[src/rtl/occupancy_pkg.sv]
// Shared types for the occupancy grid: map geometry, coordinate/address types and the
// streamer FSM state encoding.
package occupancy_pkg;

  localparam int unsigned CELL_WIDTH = 8;
  localparam int unsigned MAP_WIDTH  = 256;
  localparam int unsigned MAP_HEIGHT = 128;
  localparam int unsigned X_WIDTH    = $clog2(MAP_WIDTH);
  localparam int unsigned Y_WIDTH    = $clog2(MAP_HEIGHT);
  localparam int unsigned ADDR_WIDTH = $clog2(MAP_WIDTH * MAP_HEIGHT);

  typedef logic [CELL_WIDTH-1:0] cell_t;
  typedef logic [X_WIDTH-1:0]    coord_x_t;
  typedef logic [Y_WIDTH-1:0]    coord_y_t;
  typedef logic [ADDR_WIDTH-1:0] map_addr_t;

  typedef enum logic [1:0] {
    StIdle,
    StRead,
    StDrain,
    StDone
  } streamer_state_t;

endpackage

[src/rtl/stream_fifo.sv]
// Small circular FIFO with a valid/ready output side and an occupancy count.
// The writer is trusted never to push when full (it tracks credit through count).
module stream_fifo #(
  parameter int unsigned DEPTH = 2,
  parameter int unsigned WIDTH = 9
) (
  input  logic                       clock,
  input  logic                       reset,
  input  logic                       in_valid,
  input  logic [WIDTH-1:0]           in_data,
  output logic                       out_valid,
  input  logic                       out_ready,
  output logic [WIDTH-1:0]           out_data,
  output logic [$clog2(DEPTH+1)-1:0] count
);

  localparam int unsigned PtrW = (DEPTH > 1) ? $clog2(DEPTH) : 1;
  localparam int unsigned CntW = $clog2(DEPTH + 1);

  logic [WIDTH-1:0] mem_q [DEPTH];
  logic [PtrW-1:0]  rd_ptr_q, wr_ptr_q;
  logic [CntW-1:0]  count_q;
  logic             push, pop;

  function automatic logic [PtrW-1:0] next_ptr(input logic [PtrW-1:0] p);
    return (p == PtrW'(DEPTH - 1)) ? '0 : p + PtrW'(1);
  endfunction

  assign push = in_valid;
  assign pop  = out_valid && out_ready;

  always_ff @(posedge clock or negedge reset) begin
    if (!reset) begin
      rd_ptr_q <= '0;
      wr_ptr_q <= '0;
      count_q  <= '0;
      for (int i = 0; i < int'(DEPTH); i++) begin
        mem_q[i] <= '0;
      end
    end else begin
      if (push) begin
        mem_q[wr_ptr_q] <= in_data;
        wr_ptr_q        <= next_ptr(wr_ptr_q);
      end
      if (pop) begin
        rd_ptr_q <= next_ptr(rd_ptr_q);
      end
      count_q <= count_q + CntW'(push) - CntW'(pop);
    end
  end

  assign out_valid = (count_q != '0);
  assign out_data  = mem_q[rd_ptr_q];
  assign count     = count_q;

endmodule

[src/rtl/occupancy_map_streamer.sv]
// Streams a rectangular window of the occupancy RAM out in row-major order over valid/ready.
// Define STREAMER_CHECKSUM_EN to add a 16-bit running checksum of the accepted cells.
module occupancy_map_streamer
  import occupancy_pkg::*;
#(
  parameter int unsigned FIFO_DEPTH = 2
) (
  input  logic      clock,
  input  logic      reset,
  input  logic      start,
  input  coord_x_t  win_x0,
  input  coord_y_t  win_y0,
  input  coord_x_t  win_x1,
  input  coord_y_t  win_y1,
  output logic      busy,
  output logic      done,
  output logic      error,
  output logic      mem_rd_en,
  output map_addr_t mem_addr,
  input  cell_t     mem_rd_data,
`ifdef STREAMER_CHECKSUM_EN
  output logic [15:0] checksum,
`endif
  output cell_t     out_data,
  output logic      out_valid,
  input  logic      out_ready,
  output logic      out_last
);

  streamer_state_t state_q, state_d;
  coord_x_t        x_q, x0_q, x1_q;
  coord_y_t        y_q, y1_q;
  logic            inflight_q, inflight_last_q, error_q;
  logic            window_ok, start_accept, last_addr, credit_ok, pop;
  logic [CELL_WIDTH:0]              fifo_out;
  logic [$clog2(FIFO_DEPTH+1)-1:0]  fifo_count;

  assign window_ok = (win_x0 <= win_x1) && (win_y0 <= win_y1) &&
                     (32'(win_x1) < MAP_WIDTH) && (32'(win_y1) < MAP_HEIGHT);
  assign start_accept = (state_q == StIdle) && start && window_ok;
  assign last_addr    = (x_q == x1_q) && (y_q == y1_q);
  assign pop          = out_valid && out_ready;

  // A beat leaving this cycle frees its slot, so occupancy-after-pop plus in-flight must fit.
  assign credit_ok = (32'(fifo_count) + 32'(inflight_q)) < (32'(FIFO_DEPTH) + 32'(pop));
  assign mem_rd_en = (state_q == StRead) && credit_ok;
  assign mem_addr  = map_addr_t'(32'(y_q) * MAP_WIDTH + 32'(x_q));

  always_comb begin
    state_d = state_q;
    unique case (state_q)
      StIdle:  if (start_accept) state_d = StRead;
      StRead:  if (mem_rd_en && last_addr) state_d = StDrain;
      StDrain: if (pop && out_last) state_d = StDone;
      StDone:  state_d = StIdle;
      default: state_d = StIdle;
    endcase
  end

  always_ff @(posedge clock or negedge reset) begin
    if (!reset) begin
      state_q         <= StIdle;
      x_q             <= '0;
      y_q             <= '0;
      x0_q            <= '0;
      x1_q            <= '0;
      y1_q            <= '0;
      inflight_q      <= 1'b0;
      inflight_last_q <= 1'b0;
      error_q         <= 1'b0;
    end else begin
      state_q         <= state_d;
      error_q         <= (state_q == StIdle) && start && !window_ok;
      inflight_q      <= mem_rd_en;
      inflight_last_q <= mem_rd_en && last_addr;
      if (start_accept) begin
        x_q  <= win_x0;
        y_q  <= win_y0;
        x0_q <= win_x0;
        x1_q <= win_x1;
        y1_q <= win_y1;
      end else if (mem_rd_en && !last_addr) begin
        if (x_q == x1_q) begin
          x_q <= x0_q;
          y_q <= y_q + coord_y_t'(1);
        end else begin
          x_q <= x_q + coord_x_t'(1);
        end
      end
    end
  end

  stream_fifo #(
    .DEPTH (FIFO_DEPTH),
    .WIDTH (CELL_WIDTH + 1)
  ) u_fifo (
    .clock     (clock),
    .reset     (reset),
    .in_valid  (inflight_q),
    .in_data   ({inflight_last_q, mem_rd_data}),
    .out_valid (out_valid),
    .out_ready (out_ready),
    .out_data  (fifo_out),
    .count     (fifo_count)
  );

  assign out_data = fifo_out[CELL_WIDTH-1:0];
  assign out_last = fifo_out[CELL_WIDTH];
  assign busy     = (state_q != StIdle);
  assign done     = (state_q == StDone);
  assign error    = error_q;

`ifdef STREAMER_CHECKSUM_EN
  logic [15:0] sum_q;

  always_ff @(posedge clock or negedge reset) begin
    if (!reset) begin
      sum_q <= '0;
    end else if (start_accept) begin
      sum_q <= '0;
    end else if (pop) begin
      sum_q <= sum_q + 16'(out_data);
    end
  end

  assign checksum = sum_q;
`endif

endmodule
[config.mk]
export PLATFORM = sky130hd
export DESIGN_NAME = occupancy_map_streamer
export DESIGN_NICKNAME = d
export VERILOG_FILES = /design/src/rtl/occupancy_pkg.sv /design/src/rtl/stream_fifo.sv /design/src/rtl/occupancy_map_streamer.sv
export SDC_FILE = /design/constraint.sdc
export NUM_CORES = 1
export LEC_CHECK = 0
export CORE_MARGIN = 2
export CORE_UTILIZATION = 35
export CTS_BUF_LIST = sky130_fd_sc_hd__clkbuf_8
export DETAILED_ROUTE_END_ITERATION = 8
export PLACE_DENSITY = 0.61
export SLEW_MARGIN = 15
export SYNTH_ARGS = -nofsm -noshare
export SYNTH_HDL_FRONTEND = slang
export SYNTH_SLANG_ARGS = --single-unit
[constraint.sdc]
create_clock -name clock -period 6.85 [get_ports clock]
set_clock_uncertainty 0.2 [all_clocks]
set_input_delay 1.0275 -clock clock [delete_from_list [all_inputs] [get_ports clock]]
set_output_delay 1.0275 -clock clock [all_outputs]
set_load 0.03 [all_outputs]
Word level (Yosys, flattened, before mapping)
Index checks and enable logic that the tools add are counted.

word-level totals
  bits in registers = 65
  bits of input ports = 42
  output and inout port bits = 29
  word-level logic and storage cells = 77

cells by class
  add/subtract/negate cells = 9
  magnitude comparators = 6
  eq/ne operators = 8
  mux-type cells = 18
  bitwise logic cells = 2
  reduce and logical (&&, ||, !) cells = 20

operators with widths
  operator                                                   number
  two-way mux 9 bit                                          4
  two-way mux 8 bit                                          3
  two-way mux 7 bit                                          3
  bitwise mux 18 bit                                         1
  adder 15 x 8 -> 15 bit                                     1
  logical AND 1 bit                                          11
  demux 9 bit (select 1 bit)                                 1
  adder 8 x 1 -> 8 bit (second input constant)               1
  == test 8 bit                                              1
  less-or-equal comparator 8 bit                             1
  case mux 2 bit (4 select lines)                            1
  nonzero test 2 bit                                         4
  adder 7 x 1 -> 7 bit (second input constant)               1
  == test 7 bit                                              1
  less-or-equal comparator 7 bit                             1
  two-way mux 2 bit                                          3
  == test 2 bit (second input constant)                      2
  greater-or-equal comparator 2 bit (second input constant)  2
  != test 2 bit (second input constant)                      2
  inverter 1 -> 2 bit                                        2
  adder 2 x 1 -> 3 bit                                       1
  adder 2 x 1 -> 3 bit (first input constant)                1
  less-than comparator 3 bit                                 1
  AND reduction 3 bit                                        1
  other kinds (10)                                           13

Logic depth before layout (Yosys ltp)
Gate-level depths: netlist (run 1).

  depth after elaboration = 8
  gate-level depth with buffers = 10
  gate-level depth less buffers = 8

Modules after synthesis
A second synthesis (run 1) with hierarchy kept.

second synthesis, totals
  cells, all modules = 332
  area total of the unflattened synthesis = 3,746.1 um2

modules (own cells, without submodules)
  module                  instances  cells an instance  area an instance (um2)  sequential area each (um2)
  occupancy_map_streamer  1          269                2,745.1                 1,076.0
  stream_fifo             1          63                 1,001.0                 550.5

Worst setup path after synthesis (run 1)
OpenSTA, ideal clock, no wires.

  kind = in2out
  start = input port out_ready
  end = output port mem_rd_en
  arrival = 1,909 ps
  required time = 5,622 ps
  setup slack = 3,713 ps
  cell stages on the path = 4
  path buffers = 1
  path through = o21a_1 > a21oi_1 > clkinv_1 > clkbuf_1

on the way
  word-level cells in the longest chain between the ends = 4

RTL lines
  element                     RTL line                      source
  from (decl)                 occupancy_map_streamer.sv:26  input logic out_ready,
  logical AND 1 bit           occupancy_map_streamer.sv:42  assign pop = out_valid && out_ready;
  adder 2 x 1 -> 3 bit        occupancy_map_streamer.sv:45  assign credit_ok = (32'(fifo_count) + 32'(inflight_q)) < (32'(FIFO_DEPTH) + 32'(pop));
  less-than comparator 3 bit  occupancy_map_streamer.sv:45
  logical AND 1 bit           occupancy_map_streamer.sv:46  assign mem_rd_en = (state_q == StRead) && credit_ok;
  to (decl)                   occupancy_map_streamer.sv:18  output logic mem_rd_en,

No other way between the ends.

Worst setup path after layout (run 1)
  start = input port out_ready
  end = output port mem_rd_en

on the way
  word-level cells in the longest chain between the ends = 4

RTL lines
  element                     RTL line                      source
  logical AND 1 bit           occupancy_map_streamer.sv:42
  via pop                     occupancy_map_streamer.sv:34  logic window_ok, start_accept, last_addr, credit_ok, pop;
  adder 2 x 1 -> 3 bit        occupancy_map_streamer.sv:45
  less-than comparator 3 bit  occupancy_map_streamer.sv:45
  logical AND 1 bit           occupancy_map_streamer.sv:46

The timed path passes the listed nets, and every way through them passes these cells.

==> results of run 1 <==
flip-flops by register name, indices dropped and copies added, names as in the netlist:
register,flops
u_fifo.mem_q,18
x0_q,8
x1_q,8
x_q,8
y1_q,7
y_q,7
state_q,2
u_fifo.count,2
error,1
inflight_last_q,1
inflight_q,1
u_fifo.rd_ptr_q,1
u_fifo.wr_ptr_q,1
worst max-delay path by stage:
| stage | from | end | slack (ps) | cells past startpoint |
|---|---|---|---|---|
| 5_1_grt | out_ready | mem_rd_en | 2140 | 5 |
| 4_1_cts | out_ready | mem_rd_en | 2390 | 5 |
| 3_5_place_dp | out_ready | mem_rd_en | 2370 | 5 |
| 6_report | out_ready | mem_rd_en | 2400 | 5 |
| 2_1_floorplan | out_ready | mem_rd_en | 3710 | 4 |
| 3_3_place_gp | out_ready | mem_rd_en | 2450 | 5 |
metrics by stage:
step,cell area (um^2),power (uW),cells,setup slack (ps),hold slack [ps]
floorplan,3696,1397,327,3713,261.0
global placement,4517,1715,523,2450,275.2
detailed placement,4517,1734,523,2373,282.1
CTS,4721,2079,539,2390,297.9
global route,4721,2201,539,2139,311.7
finish,4721,2050,539,2402,297.7
cells by family after synthesis:
group | count (synthesis)
flops | 65
buf+inv | 39
simple gates | 59
mux | 56
fa+ha+maj | 26
compound gates | 57
xor+xnor | 25
routing by layer:
metal  up-vias  track usage, %  routed length, um
met3        10           4.073                381
met4         0           4.731                131
met2        61           25.71               3981
met1      1322           19.09               3636
li1       1320               -                  -
met5         -               0                  0
placed cells by master (no fill, tap or decap), drive strengths merged, types with 6 or more instances in the layout:
master,netlist,routed
ha,26,26
xnor2,10,10
xor2,15,15
clkbuf,5,10
clkdlybuf4s50,0,69
nand3,6,6
mux2,54,54
nor2,6,6
nand2,13,13
inv,25,26
dfrtp,65,65
a21oi,11,11
o21ai,18,18
nand4,7,7
power by group:
part	leakage, uW	switching [uW]	internal [uW]
combinational	0.00114	496	489
sequential	0.000789	167	565
clock	0.0000949	154	178
area by class of cell:
cell class | instances | area (um^2)
clock buffer | 10 | 137.6
clock inverter | 6 | 66.31
fill | 1001 | 5557
inverter | 26 | 97.59
multi-input combinational | 223 | 1904
sequential | 65 | 1627
tap | 136 | 170.2
timing repair buffer | 73 | 718.2
==> metrics.md, run 1 <==
| Metric | Value |
|---|---|
| Status | completed |
| Placeable Area | around 0.010 mm^2 |
| Total GRT Usage | about 15% |
| Synth Area in XOR/XNOR | 5.924% |
| Layout cells sized above 1 | between 10% and 20% |
| Setup crit start kind | input port |
| CP required | 5620 ps |
| Slew Viols, Final | 0 |
| Post-synthesis cell count | roughly 330 |
| Hold Path Stages | 1 |
| Crit path DAT | around 3200 ps |
| Worst R2R Start | inflight_q |
| CP max stage delay | between 700 and 800 ps |
| Worst hold path type | flop to flop |
| Hold_sp | u_fifo.wr_ptr_q |
| Htree depth | 3 |
| Setup repair after global routing missed its margin | false |
| Post-layout util | roughly 46% |
| Initial antenna violation count | 0 |
| Multiplexer share of the synthesized area | 16.99% |
| YS warnings | 0 |
| First-pass GRT wire length | between 10 and 15 mm |
| Die ar. | about 0.011 mm^2 |
| Detailed-router iteration count before antenna repair | 4 |
| Critical Path Slowest Stage Cell | a21oi_1 |
| Final hold violation count | 0 |
| Cts hold-fix bufs | 0 |
| Wirelength, routed | between 8 and 9 mm |
| TritonCTS clock tree | built |
| Min-Delay Endpoint | u_fifo.wr_ptr_q |
| Fmax | ~220 MHz |
| Yosys reg bits | 65 |
| Via Count | about 2700 |
| Die Height | 106.8 um |
| Commonest cells post-synth | dfrtp_1, mux2_2, ha_1 |
| Row Count | 37 |
| Pin count of the biggest net entering global routing | 66 |
| Area growth syn-to-layout | 27.73% |
| Die width | 106.8 um |
| CP endpoint kind | output pin |
| Post-Synth Simple-Gate Area | under 10% |
| Fraction of the mapped netlist area in adder cells | 8.802% |
| Worst slew margin | 35.18% |
| Main combinational cell family by area after synthesis | multiplexers |
| Post-Route Setup TNS | 0 ps |
| Peak VDD IR | approximately 0.21 mV |
| Buffers on Ports | 70 |
| Gpl congestion | between 0.7 and 0.8 |
| Root buffer cell | clkbuf_8 |
| # DRC | 0 |
| Post-Syn Area | approximately 0.0037 mm^2 |
| Buf/Inv on CP | 3 |
| Starting DRT DRC Count | 130 |
| Worst-path clk slew | roughly 70 ps |
| Compound-Gate Fraction of Synth Area | 10.36% |
| Ys async rst share | 100.0% |
| Detailed placement HPWL | 5.909 mm |
| Mean post-synth cell area | roughly 11 um^2 |
| CP Class | input port to output pin |
| I/O pin count | roughly 70 |
| Max FO, Critical Path | 12 |
| Via density per instance | a little over 5 |
| Pwr/cell area | between 400 and 500 mW/mm^2 |
| Max Root-Sink Buffers | 2 |
| CTS buffer count | 9 |
| Fin crit share | between 60% and 70% |
| Least-Margin Pin Slew | 972.3 ps |
| Nets | around 470 |
| Clk_lat worst skew | 340 ps |
| Largest area contributor in the netlist | dfrtp_1 |
| Post-synth net total | between 300 and 400 |
| Max-cap violations | 0 |
| Most common cell in the netlist | dfrtp_1 |
| Grt ovf | 0 |
| Antenna Violating Nets Remaining | 0 |
| Initial Util | a little over a third |
| Setup repair bufs after CTS | 0 |
| Crit path top cell by count | clkdlybuf4s50_1 |
| Clock sink total | 65 |
| Synth cell types | 52 |
| Lkg Pwr | slightly above 0.002 uW |
| R2r setup slk | approximately 3700 ps |
| Crit path cell chain | clkdlybuf4s50_1 -> o21a_1 -> a21oi_1 -> clkinv_1 -> clkdlybuf4s50_1 |
| Crit path max-delay family | buffers and inverters |
| Post-CTS Resized | 0 |
| Min Tclk post-route | about 4400 ps |
| Number of flops mapped to enable cells by yosys | 0 |
| Reg-to-reg endpoint | x_q[4] |
| Setup-failing EPs final | 0 |
| Main synth FF type | dfrtp_1 |
| Sequential fraction of the synthesis area | 44.01% |
| Routed WL per cell | around 15 um |
| Reg2Reg Depth | 9 |
| Vias in the first global route | 2735 |
| Diode count | 0 |
| Top cells by area, synth | dfrtp_1, mux2_2, ha_1 |
| Area fraction of the dominant cell type after synthesis | approximately 44% |
No activity file was read; power rests on OpenSTA's default activity.
==> inputs of run 2 (changes only) <==
==> constraint.sdc (replaced) <==
create_clock -name clock -period 4.4 [get_ports clock]
set_clock_uncertainty 0.2 [all_clocks]
set_input_delay 0.66 -clock clock [delete_from_list [all_inputs] [get_ports clock]]
set_output_delay 0.66 -clock clock [all_outputs]
set_load 0.03 [all_outputs]
==> metrics.md, run 2 (same netlist as run 1, synthesis figures left out) <==
| Metric | Value |
|---|---|
| Status | completed |
| Setup crit start kind | flop |
| Lkg Pwr | 0.002043 uW (+0.74%) |
| Die Height | 106.8 um (unchanged) |
| Layout cells sized above 1 | 20.25% (+0.40 points) |
| Post-Route Setup TNS | 0 ps (unchanged) |
| Via density per instance | 5.139 (+2.1%) |
| Crit path DAT | 2450 ps (-770 ps) |
| Met1 Use GR | 19.33% (+0.24 points) |
| Row Count | 37 (unchanged) |
| # DRC | 0 (unchanged) |
| Max reg flops | 18 (unchanged) |
| Root buffer cell | clkbuf_8 |
| Setup WS pre-CTS | 958.4 ps (-1414 ps) |
| Slew Viols, Final | 0 (unchanged) |
| Initial Util | 35.96% (unchanged) |
| Detailed-router iteration count before antenna repair | 4 (unchanged) |
| Setup repair after global routing missed its margin | false |
| Clock sink total | 65 (unchanged) |
| Global routing met2 resource utilization | 26.21% (+0.50 points) |
| DP Area | 0.004532 mm^2 (+0.33%) |
| Fmax | slightly above 300 MHz |
| CTS buffer count | 9 (unchanged) |
| Total GRT Usage | 15.59% (+0.34 points) |
| First-pass GRT wire length | 13.93 mm (+2.5%) |
| Max Root-Sink Buffers | 2 (unchanged) |
| Peak VDD IR | 0.3634 mV (+74%) |
| Overall power | 3224 uW (+57%) |
| Initial antenna violation count | 0 (unchanged) |
| Cts hold-fix bufs | 0 (unchanged) |
| Post-CTS Resized | 0 (unchanged) |
| Starting DRT DRC Count | 133 (+2.3%) |
| CP required | 3540 ps (-2080 ps) |
| Layer with the highest usage | met2 |
| Area growth syn-to-layout | 28.06% |
| Placeable Area | 0.01028 mm^2 (unchanged) |
| Detailed placement HPWL | 6.260 mm (+5.9%) |
| I/O pin count | 71 (unchanged) |
| TritonCTS clock tree | built |
| Routing usage on met3 | 4.134% (+0.061 points) |
| Setup repair bufs after CTS | 0 (unchanged) |
| Htree depth | 3 (unchanged) |
| Nets | 468 (+0.43%) |
| Diode count | 0 (unchanged) |
| CP endpoint kind | output pin |
| Setup-failing EPs final | 0 (unchanged) |
| Die ar. | 0.01140 mm^2 (unchanged) |
| Fin crit share | 75.16% |
| Clk_lat worst skew | 350 ps (about the same) |
| Antenna Violating Nets Remaining | 0 (unchanged) |
| Min Tclk post-route | 3307 ps |
| Pin count of the biggest net entering global routing | 39 (-41%) |
| Worst hold path type | input port to async pin |
| Buffers on Ports | 70 (unchanged) |
| Fin area | 0.004733 mm^2 (+0.26%) |
| Least-Margin Pin Slew | 892.6 ps (-79.69 ps) |
| Gpl congestion | 0.7517 (-2.2%) |
| Pwr/cell area | 681.1 mW/mm^2 (+57%) |
| CP Class | flop to output pin |
| Most frequent cells in the layout | clkdlybuf4s50_1, dfrtp_1, mux2_2, ha_1, inv_1 |
| Final hold violation count | 0 (unchanged) |
| Worst-path clk slew | 80 ps (about the same) |
| Vias in the first global route | 2857 (+4.5%) |
| Routed WL per cell | 15.85 um (+5.1%) |
| Wirelength, routed | 8.574 mm (+5.5%) |
| Max-cap violations | 0 (unchanged) |
| Largest Register | u_fifo.mem_q |
| Max FO, Critical Path | 12 (unchanged) |
| Grt ovf | 0 (unchanged) |
| Die width | 106.8 um (unchanged) |
| Final setup margin | 1093 ps (-1309 ps) |
| Via Count | 2780 (+2.5%) |
| Worst slew margin | 40.50% (+5.3 points) |
| Final hold slack | 236.1 ps (-61.55 ps) |
| Commonest non-fill, non-tap cell in the layout | clkdlybuf4s50_1 |
[run 2: cell type report]
type | count | area [um^2]
Clock buffer | 9 | 123.9
Tap cell | 136 | 170.2
Sequential cell | 65 | 1627
Fill cell | 993 | 5544
Multi-Input combinational cell | 223 | 1904
Timing Repair Buffer | 75 | 733.2
Clock inverter | 7 | 77.57
Inverter | 26 | 97.59
[run 2: metal layers]
layer | vias to the layer above | part of all wire (%)
li1 | 1323 | -
met4 | 0 | 1.4
met5 | - | 0
met2 | 72 | 48
met1 | 1373 | 45
met3 | 12 | 5.6
[run 2: path summary, 6_finish.rpt]
kind	startpoint	end	slack, ps	depth (start not counted)
max in group asynchronous	reset	y_q[2]	2840	2
max	inflight_q	mem_rd_en	1090	7
min	reset	u_fifo.mem_q[13]	240	1
max reg2reg	inflight_q	state_q[1]	1570	10
min in group clock	u_fifo.wr_ptr_q	u_fifo.wr_ptr_q	300	1
min reg2reg	u_fifo.wr_ptr_q	u_fifo.wr_ptr_q	300	1
[run 2: critical path: stages, from the launching register on]
cell	delay [ps]
dfrtp_1	440
ha_1	230
ha_1	270
nor3b_1	190
a21oi_1	60
buf_4	180
clkinv_1	70
clkdlybuf4s50_1	660
[run 2: power breakdown]
part | internal (uW) | switching [uW]
Clock | 266 | 257
Sequential | 880 | 268
Combinational | 769 | 784
[run 2: metrics by stage]
stage               std cells  utilization [%]
floorplan                 327                -
global placement          525            44.10
detailed placement        525            44.10
CTS                       541            46.06
global route              541            46.06
finish                    541            46.06
==> inputs of run 3 (changes only) <==
--- a/config.mk
+++ b/config.mk
@@ -9,7 +9,7 @@
 export CORE_UTILIZATION = 35
 export CTS_BUF_LIST = sky130_fd_sc_hd__clkbuf_8
 export DETAILED_ROUTE_END_ITERATION = 8
-export PLACE_DENSITY = 0.61
+export PLACE_DENSITY = 0.63
 export SLEW_MARGIN = 15
 export SYNTH_ARGS = -nofsm -noshare
 export SYNTH_HDL_FRONTEND = slang
==> constraint.sdc (replaced) <==
create_clock -name clock -period 2.9 [get_ports clock]
set_clock_uncertainty 0.2 [all_clocks]
set_input_delay 0.435 -clock clock [delete_from_list [all_inputs] [get_ports clock]]
set_output_delay 0.435 -clock clock [all_outputs]
set_load 0.03 [all_outputs]
==> metrics.md, run 3 (same netlist as run 1, synthesis figures left out) <==
| Metric | Value |
|---|---|
| Status | completed |
| Worst slew margin | 44.78% (+4.3 points) |
| Max reg flops | 18 (unchanged) |
| Max-cap violations | 0 (unchanged) |
| Peak VDD IR | 0.5037 mV (+39%) |
| Via density per instance | 5.020 (-2.3%) |
| Internal power | 3058 uW (+60%) |
| Buffers on Ports | 70 (unchanged) |
| Logic pwr share | 48.7% (+0.5 points) |
| Via Count | 2816 (+1.3%) |
| # DRC | 0 (unchanged) |
| Setup repair bufs after CTS | 0 (unchanged) |
| Crit path DAT | 2730 ps (+280 ps) |
| Fmax | approximately 370 MHz |
| Post-Layout Cell Count | 561 (+3.7%) |
| Routing usage on met3 | 2.857% (-1.3 points) |
| Diode count | 0 (unchanged) |
| Setup repair after global routing missed its margin | false |
| Setup crit start kind | input port |
| CP endpoint kind | flop |
| Vias in the first global route | 2836 (-0.74%) |
| Max FO, Critical Path | 33 (+21) |
| Pin count of the biggest net entering global routing | 66 (+69%) |
| Reg-to-reg endpoint | state_q[1] |
| Routed WL per cell | 15.02 um (-5.2%) |
| Root buffer cell | clkbuf_8 |
| Setup-failing EPs final | 0 (unchanged) |
| Initial antenna violation count | 0 (unchanged) |
| Die Height | 106.8 um (unchanged) |
| Htree depth | 3 (unchanged) |
| Fin area | 0.004920 mm^2 (+3.9%) |
| Slew Viols, Final | 0 (unchanged) |
| Total GRT Usage | 15.68% (+0.083 points) |
| Gpl congestion | 0.7754 (+3.2%) |
| Die width | 106.8 um (unchanged) |
| Pwr/cell area | 1027 mW/mm^2 (+51%) |
| I/O pin count | 71 (unchanged) |
| CP required | 2930 ps (-610 ps) |
| Detailed-router iteration count before antenna repair | 4 (unchanged) |
| Largest Register | u_fifo.mem_q |
| Grt ovf | 0 (unchanged) |
| Met1 Use GR | 21.41% (+2.1 points) |
| Reg2Reg Depth | 9 (-1) |
| Clock Power Share | 17.5% (+1.3 points) |
| Min Tclk post-route | ~2700 ps |
| Sequential power share | 33.8% (-1.8 points) |
| Clk_lat worst skew | 340 ps (about the same) |
| Worst R2R Start | u_fifo.count[0] |
| R2r setup slk | 260 ps (-1310 ps) |
| CP Class | input port to flop |
| Placed insts | 545 (+3.8%) |
| Switching Share | 39.49% (-1.1 points) |
| Fin crit share | around 93% |
| First-pass GRT wire length | 13.89 mm (-0.30%) |
| Max Root-Sink Buffers | 2 (unchanged) |
| Final hold violation count | 0 (unchanged) |
| DP Area | 0.004695 mm^2 (+3.6%) |
| Most frequent cells in the layout | clkdlybuf4s50_1, dfrtp_1, mux2_2, ha_1, inv_1 |
| Post-Route Setup TNS | 0 ps (unchanged) |
| Wirelength, routed | 8.428 mm (-1.7%) |
| Worst hold path type | input port to async pin |
| Layout cells sized above 1 | 24.00% (+3.8 points) |
| Row Count | 37 (unchanged) |
| Antenna Violating Nets Remaining | 0 (unchanged) |
| Area growth syn-to-layout | 33.11% |
| Clock sink total | 65 (unchanged) |
| Commonest non-fill, non-tap cell in the layout | clkdlybuf4s50_1 |
| CTS buffer count | 9 (unchanged) |
| Die ar. | 0.01140 mm^2 (unchanged) |
| Starting DRT DRC Count | 134 (+0.75%) |
| Net switching power | 1996 uW (+53%) |
| Layer with the highest usage | met2 |
| Detailed placement HPWL | 6.214 mm (-0.73%) |
| Lkg Pwr | 0.002160 uW (+5.7%) |
| Global routing met2 resource utilization | 24.84% (-1.4 points) |
| Least-Margin Pin Slew | 828.3 ps (-64.26 ps) |
| Worst-path clk slew | 80 ps (about the same) |
| Nets | 488 (+4.3%) |
| TritonCTS clock tree | built |
| Placeable Area | 0.01028 mm^2 (unchanged) |
| Initial Util | 35.96% (unchanged) |
[run 3: changes by cell type in the layout (fill, tap and decap cells not counted), sizes merged]
cell | before | now
buf | 6 | 26
bufinv | 1 | 2
clkdlybuf4s50 | 69 | 68
dlygate4sd2 | 0 | 1
clkinv | 4 | 3
[run 3: metrics by stage]
| step | util, % | hold slack, ps | total power, uW | setup WS (ps) |
|---|---|---|---|---|
| after floorplan | - | -60.59 | 3300 | 344.7 |
| after global routing | 47.87 | 176.2 | 5401 | 8.697 |
| after CTS | 47.87 | 115.7 | 5111 | 158.2 |
| final | 47.87 | 82.15 | 5054 | 197.3 |
| after detailed placement | 45.68 | 278.8 | 4201 | -183.6 |
| after global placement | 45.68 | 275.2 | 4139 | -163.2 |
[run 3: worst max path at each step]
stage / slack, ps / depth (start not counted) / to / startpoint
CTS: 160 / 9 / state_q[1] / win_y1[4]
detailed placement: -180 / 9 / x0_q[4] / win_y1[4]
global placement: -160 / 9 / state_q[1] / win_y1[4]
floorplan: 340 / 9 / x_q[2] / inflight_q
finish: 200 / 9 / x0_q[0] / win_y1[4]
global route: 9 / 9 / state_q[1] / u_fifo.count[0]
[run 3: power groups by stage]
stage	registers [uW]	clock network (uW)	logic, uW
after global routing	1780	946	2680
after detailed placement	1730	0	2470
after CTS	1710	910	2490
after global placement	1710	0	2430
after floorplan	1800	0	1500
final	1710	886	2460
[run 3: final cells by class]
cell class	count	area [um^2]
Inverter	26	97.59
Tap cell	136	170.2
Clock inverter	7	102.6
Clock buffer	9	123.9
Sequential cell	65	1627
Fill cell	964	5358
Timing Repair Buffer	95	894.6
Multi-Input combinational cell	223	1904
[run 3: critical path, cell delays in order]
cell and delay (ps):
clkdlybuf4s50_1 470, inv_1 50, ha_1 280, a211oi_1 230
o21bai_1 110, o22ai_1 250, o2111a_1 330, buf_12 210
mux2_2 350
[run 3: repair_timing]
action,CTS,global route
resized for setup,1,1
hold buffers,0,0
pin swaps,0,1
endpoints found under the hold margin,0,0
endpoints found under the setup margin,1,1
gates cloned,0,0
[run 3: routing by layer]
layer	up-vias	part of all wire (%)
met5	-	0
met2	76	48
met4	0	1.4
met1	1361	46
met3	13	4.5
li1	1366	-
